`config.mk`:
```
export PLATFORM = sky130hd
export DESIGN_NAME = rr_lock_arbiter
export DESIGN_NICKNAME = d
export VERILOG_FILES = /design/src/rtl/arb_pkg.sv /design/src/rtl/rr_prio_pick.sv /design/src/rtl/rr_lock_arbiter.sv
export SDC_FILE = /design/constraint.sdc
export NUM_CORES = 1
export LEC_CHECK = 0
export BUFFER_PORTS_ARGS = -buffer_cell sky130_fd_sc_hd__buf_2
export CAP_MARGIN = 20
export CORE_MARGIN = 2
export CORE_UTILIZATION = 35
export DETAILED_ROUTE_END_ITERATION = 6
export SKIP_CTS_REPAIR_TIMING = 1
export SLEW_MARGIN = 20
export SYNTH_ARGS = -nofsm -noshare
export SYNTH_HDL_FRONTEND = slang
export SYNTH_SLANG_ARGS = --single-unit
```
`constraint.sdc`:
```
create_clock -name clk -period 2.08 [get_ports clk]
set_clock_uncertainty 0.2 [all_clocks]
set_input_delay 0.104 -clock clk [delete_from_list [all_inputs] [get_ports clk]]
set_output_delay 0.104 -clock clk [all_outputs]
set_load 0.03 [all_outputs]
```
`src/rtl/arb_pkg.sv`:
```
// Shared types, defaults and width helper for the round-robin lock arbiter.
package arb_pkg;

  typedef enum logic {
    IDLE = 1'b0,
    BUSY = 1'b1
  } arb_state_e;

  localparam int ARB_NUM_PORTS_DEF = 4;
  localparam int ARB_TIMEOUT_DEF   = 16;

  // Index width for n ports, never narrower than one bit.
  function automatic int arb_idx_w(input int n);
    return (n <= 2) ? 1 : $clog2(n);
  endfunction

endpackage

```
`src/rtl/rr_prio_pick.sv`:
```
// Combinational round-robin search: the first set request bit at or after the
// pointer, wrapping modulo N. Returns it one-hot and as an index.
module rr_prio_pick
  import arb_pkg::*;
#(
  parameter int N  = ARB_NUM_PORTS_DEF,
  parameter int IW = arb_idx_w(N)
) (
  input  logic [N-1:0]  req_i,
  input  logic [IW-1:0] ptr_i,
  output logic [N-1:0]  pick_o,
  output logic [IW-1:0] idx_o,
  output logic          any_o
);

  logic [2*N-1:0] dbl;
  logic [N-1:0]   rot;
  logic [IW:0]    sum;
  logic           found;

  // Rotating a doubled copy puts the pointer's port at bit 0.
  assign dbl   = {req_i, req_i} >> ptr_i;
  assign rot   = dbl[N-1:0];
  assign any_o = |dbl;

  // Lowest set bit of the rotated vector, mapped back to a real port index.
  always_comb begin
    pick_o = '0;
    idx_o  = '0;
    sum    = '0;
    found  = 1'b0;
    for (int i = 0; i < N; i++) begin
      if (!found && rot[i]) begin
        found = 1'b1;
        sum   = {1'b0, ptr_i} + (IW+1)'(i);
        if (sum >= (IW+1)'(N)) begin
          sum = sum - (IW+1)'(N);
        end
        idx_o  = sum[IW-1:0];
        pick_o = N'(1) << sum;
      end
    end
  end

endmodule

```
`src/rtl/rr_lock_arbiter.sv`:
```
// Registered round-robin arbiter that locks a grant until done, request drop
// or (when ARB_GNT_TIMEOUT_EN is defined) a watchdog timeout.
module rr_lock_arbiter
  import arb_pkg::*;
#(
  parameter int NUM_PORTS      = ARB_NUM_PORTS_DEF,
  parameter int TIMEOUT_CYCLES = ARB_TIMEOUT_DEF,
  localparam int IW            = arb_idx_w(NUM_PORTS)
) (
  input  logic                 clk,
  input  logic                 reset_n,
  input  logic [NUM_PORTS-1:0] req_i,
  input  logic                 done_i,
  output logic [NUM_PORTS-1:0] gnt_o,
  output logic                 gnt_valid_o,
  output logic [IW-1:0]        gnt_id_o,
  output logic                 timeout_o
);

  if (NUM_PORTS < 1 || NUM_PORTS > 32 || TIMEOUT_CYCLES < 2 || TIMEOUT_CYCLES > 65535) begin : g_bad_params
    $error("rr_lock_arbiter: parameter out of legal range");
  end

  arb_state_e           state_q, state_d;
  logic [IW-1:0]        ptr_q, ptr_d;
  logic [NUM_PORTS-1:0] gnt_q, gnt_d;
  logic [IW-1:0]        gntId_q, gntId_d;
  logic                 gntValid_q, gntValid_d;

  logic [IW-1:0]        incPtr, arbPtr, pickIdx;
  logic [NUM_PORTS-1:0] pick;
  logic                 pickAny, dropRel, toRel, releaseEv, newGrant;

  assign incPtr  = (gntId_q == IW'(NUM_PORTS - 1)) ? '0 : gntId_q + IW'(1);
  assign dropRel = ~|(req_i & gnt_q);
  assign arbPtr  = (state_q == BUSY) ? incPtr : ptr_q;

  rr_prio_pick #(
    .N  (NUM_PORTS),
    .IW (IW)
  ) u_pick (
    .req_i  (req_i),
    .ptr_i  (arbPtr),
    .pick_o (pick),
    .idx_o  (pickIdx),
    .any_o  (pickAny)
  );

  // Arbitrate from IDLE or on a release; otherwise the grant is frozen.
  always_comb begin
    state_d    = state_q;
    ptr_d      = ptr_q;
    gnt_d      = gnt_q;
    gntId_d    = gntId_q;
    newGrant   = 1'b0;
    releaseEv  = (state_q == BUSY) && (done_i || dropRel || toRel);
    if (state_q == IDLE || releaseEv) begin
      if (releaseEv) begin
        ptr_d = incPtr;
      end
      if (pickAny) begin
        gnt_d    = pick;
        gntId_d  = pickIdx;
        state_d  = BUSY;
        newGrant = 1'b1;
      end else begin
        gnt_d   = '0;
        gntId_d = '0;
        state_d = IDLE;
      end
    end
    gntValid_d = |gnt_d;
  end

  // Grant, pointer and state registers.
  always_ff @(posedge clk or negedge reset_n) begin
    if (!reset_n) begin
      state_q    <= IDLE;
      ptr_q      <= '0;
      gnt_q      <= '0;
      gntId_q    <= '0;
      gntValid_q <= 1'b0;
    end else begin
      state_q    <= state_d;
      ptr_q      <= ptr_d;
      gnt_q      <= gnt_d;
      gntId_q    <= gntId_d;
      gntValid_q <= gntValid_d;
    end
  end

  assign gnt_o       = gnt_q;
  assign gnt_id_o    = gntId_q;
  assign gnt_valid_o = gntValid_q;

`ifdef ARB_GNT_TIMEOUT_EN
  localparam logic [15:0] TO_LAST = 16'(TIMEOUT_CYCLES - 1);

  logic [15:0] cnt_q, cnt_d;
  logic        timeout_q, timeout_d;

  assign toRel = (state_q == BUSY) && (cnt_q == TO_LAST);

  // Count held cycles; a fresh grant or going idle restarts at zero.
  always_comb begin
    cnt_d = '0;
    if (state_d == BUSY && !newGrant) begin
      cnt_d = cnt_q + 16'd1;
    end
    timeout_d = toRel && !done_i && !dropRel;
  end

  // Watchdog counter and timeout pulse registers.
  always_ff @(posedge clk or negedge reset_n) begin
    if (!reset_n) begin
      cnt_q     <= '0;
      timeout_q <= 1'b0;
    end else begin
      cnt_q     <= cnt_d;
      timeout_q <= timeout_d;
    end
  end

  assign timeout_o = timeout_q;
`else
  assign toRel     = 1'b0;
  assign timeout_o = 1'b0;
`endif

endmodule

```
Word-level counts from Yosys, hierarchy flattened
Cells that the tools add are included.
- input bits: 7
- latch bits: 0
- output and inout port bits: 8
- memories: 0
- flip-flop bits (word level): 10
- ROM bits: 0
- bits in writable memories: 0
- equality and inequality tests: 1
- $mul: 0
- shift operators: 5
- $add $sub $neg: 8
- muxes and demuxes: 25
- $lt $le $gt $ge: 4
- bitwise logic cells: 2
- reduce and logical (&&, ||, !) cells: 14
- div/mod/pow operators: 0
- operators by type and width (cell ; number):
    2-to-1 mux 3 bit ; 8
    2-to-1 mux 4 bit ; 6
    left shift 1 x 3 -> 4 bit, first input constant ; 4
    2-to-1 mux 2 bit ; 7
    >= comparator 3 bit, second input constant ; 3
    subtractor 3 bit, second input constant ; 3
    OR reduction 4 bit ; 2
    OR reduction 8 bit ; 1
    right shift 8 x 2 -> 8 bit ; 1
    adder 2 x 2 -> 3 bit, second input constant ; 2
    bitwise AND 4 bit ; 1
    logical AND 1 bit ; 4
    zero test 1 bit ; 4
    2-to-1 mux 1 bit ; 4
    adder 2 x 1 -> 3 bit, second input constant ; 1
    >= comparator 2 x 3 -> 1 bit, second input constant ; 1
    subtractor 2 x 3 -> 3 bit, second input constant ; 1
    adder 2 x 1 -> 2 bit, second input constant ; 1
    equality test 2 bit, second input constant ; 1
    logical OR 1 bit ; 2
    AND reduction 2 bit ; 1
    NOT 1 bit ; 1

Longest topological paths before layout
Gate-level depths: netlist of the first run.
- word-level depth: 19
- gate-level depth with buffers: 7

Cells and area by module
Synthesis of the first run repeated with hierarchy kept, for this count alone.
- cells, all modules: 132
- area total of the unflattened synthesis: 1154.9 sq um
- by module, submodules not included (module ; cells each ; seq. area each (sq um) ; area an instance (sq um) ; instances):
    rr_lock_arbiter ; 56 ; 250.2 ; 579.3 ; 1
    rr_prio_pick ; 76 ; 0.0 ; 575.6 ; 1

Worst setup path after synthesis of the first run
No wires, ideal clock.
- kind: flip-flop to flip-flop
- start point: register gntId_q[0], in the netlist gnt_id_o[0]
- end point: register gnt_q[0], in the netlist gnt_o[0]
- buffers on the path: 0
- required time: 1.785 ns
- arrival time: 1.701 ns
- cell stages (with the launch flop): 7
- clock period less this slack: 1.996 ns
- setup slack: 0.084 ns
- cells stage by stage: dfrtp_1 -> ha_1 -> mux2i_1 -> o21ai_0 -> o41ai_1 -> a22oi_1 -> o31ai_1
- longest elaborated chain between the ends: 16
- elaborated cells on any way between the ends: 44
- classes of those cells: add/sub: 8; order compare: 4; eq/ne: 1; shift: 5; mux: 19; reduce/logical: 7
- ends and longest elaborated chain (element ; RTL line ; source):
    start, declared ; rr_lock_arbiter.sv:27 ; logic [IW-1:0] gntId_q, gntId_d;
    start signal, assigned ; rr_lock_arbiter.sv:87 ; gntId_q <= gntId_d;
    adder 2 x 1 -> 2 bit / equality test 2 bit (equally long branches) ; rr_lock_arbiter.sv:34 ; assign incPtr = (gntId_q == IW'(NUM_PORTS - 1)) ? '0 : gntId_q + IW'(1);
    2-to-1 mux 2 bit (*) ; rr_lock_arbiter.sv:34 ;
    net incPtr[1] ; rr_lock_arbiter.sv:30 ; logic [IW-1:0] incPtr, arbPtr, pickIdx;
    2-to-1 mux 2 bit (*) ; rr_lock_arbiter.sv:36 ; assign arbPtr = (state_q == BUSY) ? incPtr : ptr_q;
    parallel branches: the longest is 11 deep, another holds adder 2 x 1 -> 3 bit ; -- ;
    2-to-1 mux 4 bit (*) ; rr_lock_arbiter.sv:61 ; if (pickAny) begin
    2-to-1 mux 4 bit (*) ; rr_lock_arbiter.sv:57 ; if (state_q == IDLE || releaseEv) begin
    net gnt_d[0] ; rr_lock_arbiter.sv:26 ; logic [NUM_PORTS-1:0] gnt_q, gnt_d;
    end signal, assigned ; rr_lock_arbiter.sv:86 ; gnt_q <= gnt_d;
    end, declared ; rr_lock_arbiter.sv:26 ;
Mark *: on every way through the listed nets, which the timed path passes. The select of a mux whose other input is x is not followed.
A chain may end at the register's enable or synchronous reset.

Worst setup path after layout of the first run
- start point: register gntId_q[1], in the netlist gnt_id_o[1]
- end point: register gnt_q[0], in the netlist gnt_o[0]
The elaborated chain is that of the path after synthesis.

==> impl_metrics.env, run 1 <==
export IMPL_cp_start_kind="flip-flop"
export IMPL_synth_area_um2=704.4
export IMPL_grt_usage=0.1306
export IMPL_power_leakage_nw=0.3405
export IMPL_post_route_min_period_ps=1973
export IMPL_drv_slew=0
export IMPL_ys_warnings_count=0
export IMPL_hold_viol_final=0
export IMPL_finalPower_w=0.001255
export IMPL_drc_errors=0
export IMPL_dr_first_iter_drc_count=25
export IMPL_cts_sinks=10
export IMPL_fillCellCount=211
export IMPL_cp_arrival_ps=1910
export IMPL_max_freq_ghz=0.5068
export IMPL_synth_avg_cell_area_um2=8.386
export IMPL_finalSetupTns_ps=0
export IMPL_rows=16
export IMPL_postRouteAntennaNets=0
export IMPL_layout_nets=105
export IMPL_core_area_um2=1922
export IMPL_ys_seq_area_frac=0.3552
export IMPL_grt_pass1_wl_um=2415
export IMPL_dieWidth_um=48.86
export IMPL_wire_per_inst_um=12.44
export IMPL_path_class="reg -> reg"
export IMPL_cp_required_ps=2020
export IMPL_clock_path_buffers=2
export IMPL_grt_max_degree=13
export IMPL_die_height_um=48.86
export IMPL_grt_pass1_vias=548
export IMPL_die_area_um2=2387
export IMPL_gp_congestion=0.8672
export IMPL_ios=15
export IMPL_hpwl_um=1108
export IMPL_power_density_nw_per_um2=1520
export IMPL_setup_ws_ps=106.7
export IMPL_hp_class="in -> reg"
export IMPL_drive_gt1_frac=0.2292
export IMPL_numCtsBuffers=3
export IMPL_clock_root_buffer="clkbuf_4"
export IMPL_grt_setup_unrepaired="false"
export IMPL_ctsHtreeMaxLevel=1
export IMPL_syn_inst=84
export IMPL_synth_cell_types=33
export IMPL_whs_path_depth=3
export IMPL_end_kind="flip-flop"
export IMPL_period_share=0.9487
export IMPL_setup_viol=0
export IMPL_max_cap_violations=0
export IMPL_path_max_fanout=5
export IMPL_insertion_delay_ps=260
export IMPL_peakVddDrop_mv=0.5672
export IMPL_path_clk_slew_ps=70
export IMPL_antenna_found_initial=0
export IMPL_reg2reg_depth=6
export IMPL_dr_pass1_iters=4
export IMPL_synth_seq_cells=10
export IMPL_cts_tree="built"
export IMPL_io_buffer_count=13
export IMPL_n_antenna_cell=0
export IMPL_layout_commonest_cell="buf_2"
export IMPL_overflow=0
export IMPL_area_growth_pct=17.23
export IMPL_post_place_ws_ps=140.6
export IMPL_outcome="completed"
export IMPL_syn_num_nets=92
export IMPL_vias=641
export IMPL_final_cell_mix="buf_2, nand2_1, dfrtp_1, a21oi_1, o21ai_0"
export IMPL_totalWireLength_um=1530
export IMPL_start_util=0.3665
export IMPL_via_per_inst=5.211
-- metal layers --
layer | global-route usage | wire, um
met1 | 0.1683 | 697
met2 | 0.2009 | 752
met3 | 0.02147 | 60
met4 | 0.08571 | 19
met5 | 0 | 0
-- final timing paths --
kind                             start  slack [ps]     endpoint
setup reg to reg           gnt_id_o[1]         110     gnt_o[0]
hold / removal                req_i[1]           2     gnt_o[1]
max in group asynchronous      reset_n        1440     gnt_o[1]
hold reg to reg               gnt_o[2]         310     gnt_o[2]
min in group asynchronous      reset_n          50  gnt_valid_o
setup / recovery           gnt_id_o[1]         110     gnt_o[0]
-- through the flow --
stage          area, um2  utilization  hold slack (ps)  instances
6_report           825.8       0.4297            2.249        123
3_5_place_dp       765.7       0.3984           -215.1        117
4_1_cts            802.0       0.4173           -505.3        121
2_1_floorplan      704.4            -           -391.6         84
5_1_grt            825.8       0.4297            28.34        123
3_3_place_gp       765.7       0.3984           -217.3        117
-- registers in the layout, summed over array words and instances (netlist names) --
register     cells
state_q          1
ptr_q            2
gnt_id_o         2
gnt_o            4
gnt_valid_o      1
-- cells by family (layout without fill, tap and decap cells) --
group | count (synthesis) | in the layout | share of synthesized area
compound gates | 33 | 33 | 0.3037
fa+ha+maj | 1 | 1 | 0.01776
buf+inv | 10 | 22 | 0.07460
flops | 10 | 10 | 0.3552
mux | 3 | 3 | 0.04618
other cells | 1 | 1 | 0.005323
simple gates | 26 | 26 | 0.1972
-- cell usage after synthesis (all sizes together) --
| library cell | instances | area share |
|---|---|---|
| nor3b | 1 | 0.011 |
| a311o | 1 | 0.014 |
| a31oi | 1 | 0.0089 |
| o31ai | 2 | 0.021 |
| or3 | 2 | 0.025 |
| a21oi | 6 | 0.043 |
| ha | 1 | 0.018 |
| inv | 2 | 0.011 |
| nor2 | 2 | 0.011 |
| o21a | 1 | 0.011 |
| and2 | 2 | 0.018 |
| mux2 | 2 | 0.032 |
| nand3 | 1 | 0.0071 |
| o211ai | 4 | 0.043 |
| or2b | 1 | 0.011 |
| nand2b | 4 | 0.036 |
| buf | 5 | 0.048 |
| clkbuf | 3 | 0.016 |
| a32oi | 1 | 0.012 |
| o22ai | 2 | 0.018 |
| mux2i | 1 | 0.014 |
| a221o | 1 | 0.014 |
| conb | 1 | 0.0053 |
| nand3b | 2 | 0.021 |
| dfrtp | 10 | 0.36 |
| nand2 | 11 | 0.059 |
| o21ai | 9 | 0.064 |
| o41ai | 1 | 0.012 |
| a22oi | 4 | 0.043 |
-- area by class of cell --
| cell class | count | area [um2] | share of cell area |
|---|---|---|---|
| tap | 27 | 33.78 | 0.04091 |
| clock buffer | 4 | 36.28 | 0.04394 |
| sequential | 10 | 250.2 | 0.3030 |
| multi-input combinational | 64 | 405.4 | 0.4909 |
| timing repair buffer | 16 | 92.59 | 0.1121 |
| inverter | 2 | 7.507 | 0.009091 |
-- where the power goes --
part           internal, W  switching, W
Sequential        0.000274     0.0000660
Combinational     0.000296      0.000444
Clock             0.000106     0.0000701
-- worst max-delay path, stage by stage (launching register included) --
cell	delay [ps]
dfrtp_1	400
ha_1	360
nand3b_1	100
o21a_1	160
or3_1	310
a31oi_1	220
o31ai_1	90
Power figures use the tool's default switching activity.
==> run 2: changes to the inputs <==
clock period = 1.6 ns   (was 2.08 ns; I/O delays follow)
==> run 2 against run 1 <==
Net effect:
- largest power group unchanged
- the run now ends with negative setup slack left
- critical path type unchanged
- first-iteration DRC count rose by 32%
- core utilization rose by 7.3 points
- global-route usage rose by 2.6 points
- sequential share of layout area fell by 3.9 points
- combinational power rose by 83%
- non-clock buffer count rose by 11
- critical path depth did not move
- wire length rose by 25%
- flip-flop and latch count did not move
- count of clock-buffer cells in the layout fell by 1
- design area rose by 17%
==> impl_metrics.env, run 2 (synthesis results as in run 1) <==
export IMPL_outcome="complete, but fails checks"
export IMPL_violations="negative setup slack"
export IMPL_drive_gt1_frac=0.4434
export IMPL_post_route_min_period_ps=1910
export IMPL_gp_congestion=0.8854
export IMPL_fin_util=0.5026
export IMPL_hold_viol_final=0
export IMPL_cp_required_ps=1550
export IMPL_swShare=0.4472
export IMPL_end_kind="flip-flop"
export IMPL_postLayoutCellArea_um2=965.9
export IMPL_ctsHtreeMaxLevel=1
export IMPL_grt_pass1_wl_um=2898
export IMPL_vias=758
export IMPL_layout_commonest_cell="buf_2"
export IMPL_postRouteAntennaNets=0
export IMPL_dieWidth_um=48.86
export IMPL_insertion_delay_ps=260
export IMPL_dr_first_iter_drc_count=33
export IMPL_largest_reg_flops=4
export IMPL_antenna_found_initial=0
export IMPL_clock_path_buffers=2
export IMPL_grt_max_degree=13
export IMPL_totalWireLength_um=1917
export IMPL_path_clk_slew_ps=70
export IMPL_path_class="reg -> reg"
export IMPL_cts_tree="built"
export IMPL_reg2reg_depth=6
export IMPL_dr_pass1_iters=7
export IMPL_hpwl_um=1238
export IMPL_rows=16
export IMPL_wire_per_inst_um=14.41
export IMPL_place_area_um2=869.6
export IMPL_cp_arrival_ps=1860
export IMPL_critPathLaunch="gnt_id_o[0]"
export IMPL_path_max_fanout=5
export IMPL_hp_class="in -> async"
export IMPL_layout_nets=116
export IMPL_pwr_share_seq=0.228
export IMPL_die_area_um2=2387
export IMPL_die_height_um=48.86
export IMPL_via_per_inst=5.699
export IMPL_r2r_start="gnt_id_o[0]"
export IMPL_grt_busiest_layer="met1"
export IMPL_start_util=0.3665
export IMPL_numCtsBuffers=3
export IMPL_grt_met3_usage=0.01840
export IMPL_setup_viol=6
export IMPL_p_sw_w=0.0008822
export IMPL_rr_endpoint="gnt_o[0]"
export IMPL_area_growth_pct=37.12
export IMPL_clkPwrFrac=0.089
export IMPL_clock_root_buffer="clkbuf_4"
export IMPL_use_met1=0.2296
export IMPL_grtUsageMet2=0.2215
export IMPL_period_share=1.194
export IMPL_max_freq_ghz=0.5236
export IMPL_core_area_um2=1922
export IMPL_grt_setup_unrepaired="true"
export IMPL_final_cell_mix="buf_2, buf_4, nand2_1, o21ai_1, dfrtp_1"
export IMPL_power_leakage_nw=0.4049
export IMPL_io_buffer_count=13
export IMPL_power_density_nw_per_um2=2042
export IMPL_max_cap_violations=0
export IMPL_ios=15
export IMPL_grt_usage=0.1562
export IMPL_drc_errors=0
export IMPL_n_antenna_cell=0
export IMPL_overflow=0
export IMPL_grt_pass1_vias=614
export IMPL_p_comb_frac=0.682
export IMPL_cp_start_kind="flip-flop"
export IMPL_ff2ff_setup_slack_ps=-310
export IMPL_peakVddDrop_mv=0.8859
export IMPL_p_int_w=0.001090
export IMPL_cts_sinks=10
export IMPL_setup_ws_ps=-309.9
export IMPL_drv_slew=0
run 2: cell types whose count changed in the layout (fill, tap and decap cells not counted), moves of 2 or more:
cell     before  now
a21oi_1       6    4
a21oi_2       0    2
a22oi_1       4    2
a22oi_2       0    2
and2_1        2    0
and2_4        0    2
buf_4         1   12
dfrtp_1      10    6
dfrtp_2       0    4
o21ai_0       5    2
o21ai_1       4    6
run 2: metrics by stage:
step	hold slack (ps)	TNS (ps)	instances	power (W)	setup slack, ps
detailed placement	-231.9	-758.7	128	0.001584	-207.7
floorplan	-415.6	-656.5	84	0.001227	-215.2
global route	41.72	-1157	133	0.002109	-350.4
CTS	-520.6	-857.5	131	0.001766	-215.0
finish	12.96	-635.9	133	0.001973	-309.9
global placement	-235.9	-673.3	128	0.001578	-178.8
run 2: critical path, cell delays in order, from the launching register on:
cell      delay, ps
dfrtp_2         430
ha_4            300
nand3b_1         80
o21a_1          140
or3_1           340
a31oi_1         210
o31ai_1          90
run 2: power groups by stage:
stage               Combinational [W]  Clock (W)  Sequential [W]
finish                        0.00135   0.000177        0.000451
detailed placement            0.00114          0        0.000445
CTS                           0.00114   0.000183        0.000441
floorplan                    0.000618          0        0.000609
global placement              0.00113          0        0.000444
global route                  0.00145   0.000192        0.000466
run 2: cell type report:
type,instances,area (um2)
clock buffers,3,22.52
fillers,182,955.9
inverters,2,7.507
multi-input cells,64,470.5
flip-flops and latches,10,255.2
well taps,27,33.78
repair buffers,27,176.4
run 2: how the worst max path moves through the flow:
stage	endpoint	slack (ps)	cells past startpoint
2_1_floorplan	gnt_o[0]	-220	6
3_3_place_gp	gnt_o[0]	-180	6
3_5_place_dp	gnt_o[0]	-210	5
4_1_cts	gnt_o[0]	-220	5
5_1_grt	gnt_o[0]	-350	7
6_report	gnt_o[0]	-310	6
run 2: routing by layer:
| layer | share of wire | wire (um) |
|---|---|---|
| met1 | 0.44 | 837 |
| met2 | 0.47 | 910 |
| met3 | 0.058 | 112 |
| met4 | 0.030 | 57 |
| met5 | 0 | 0 |
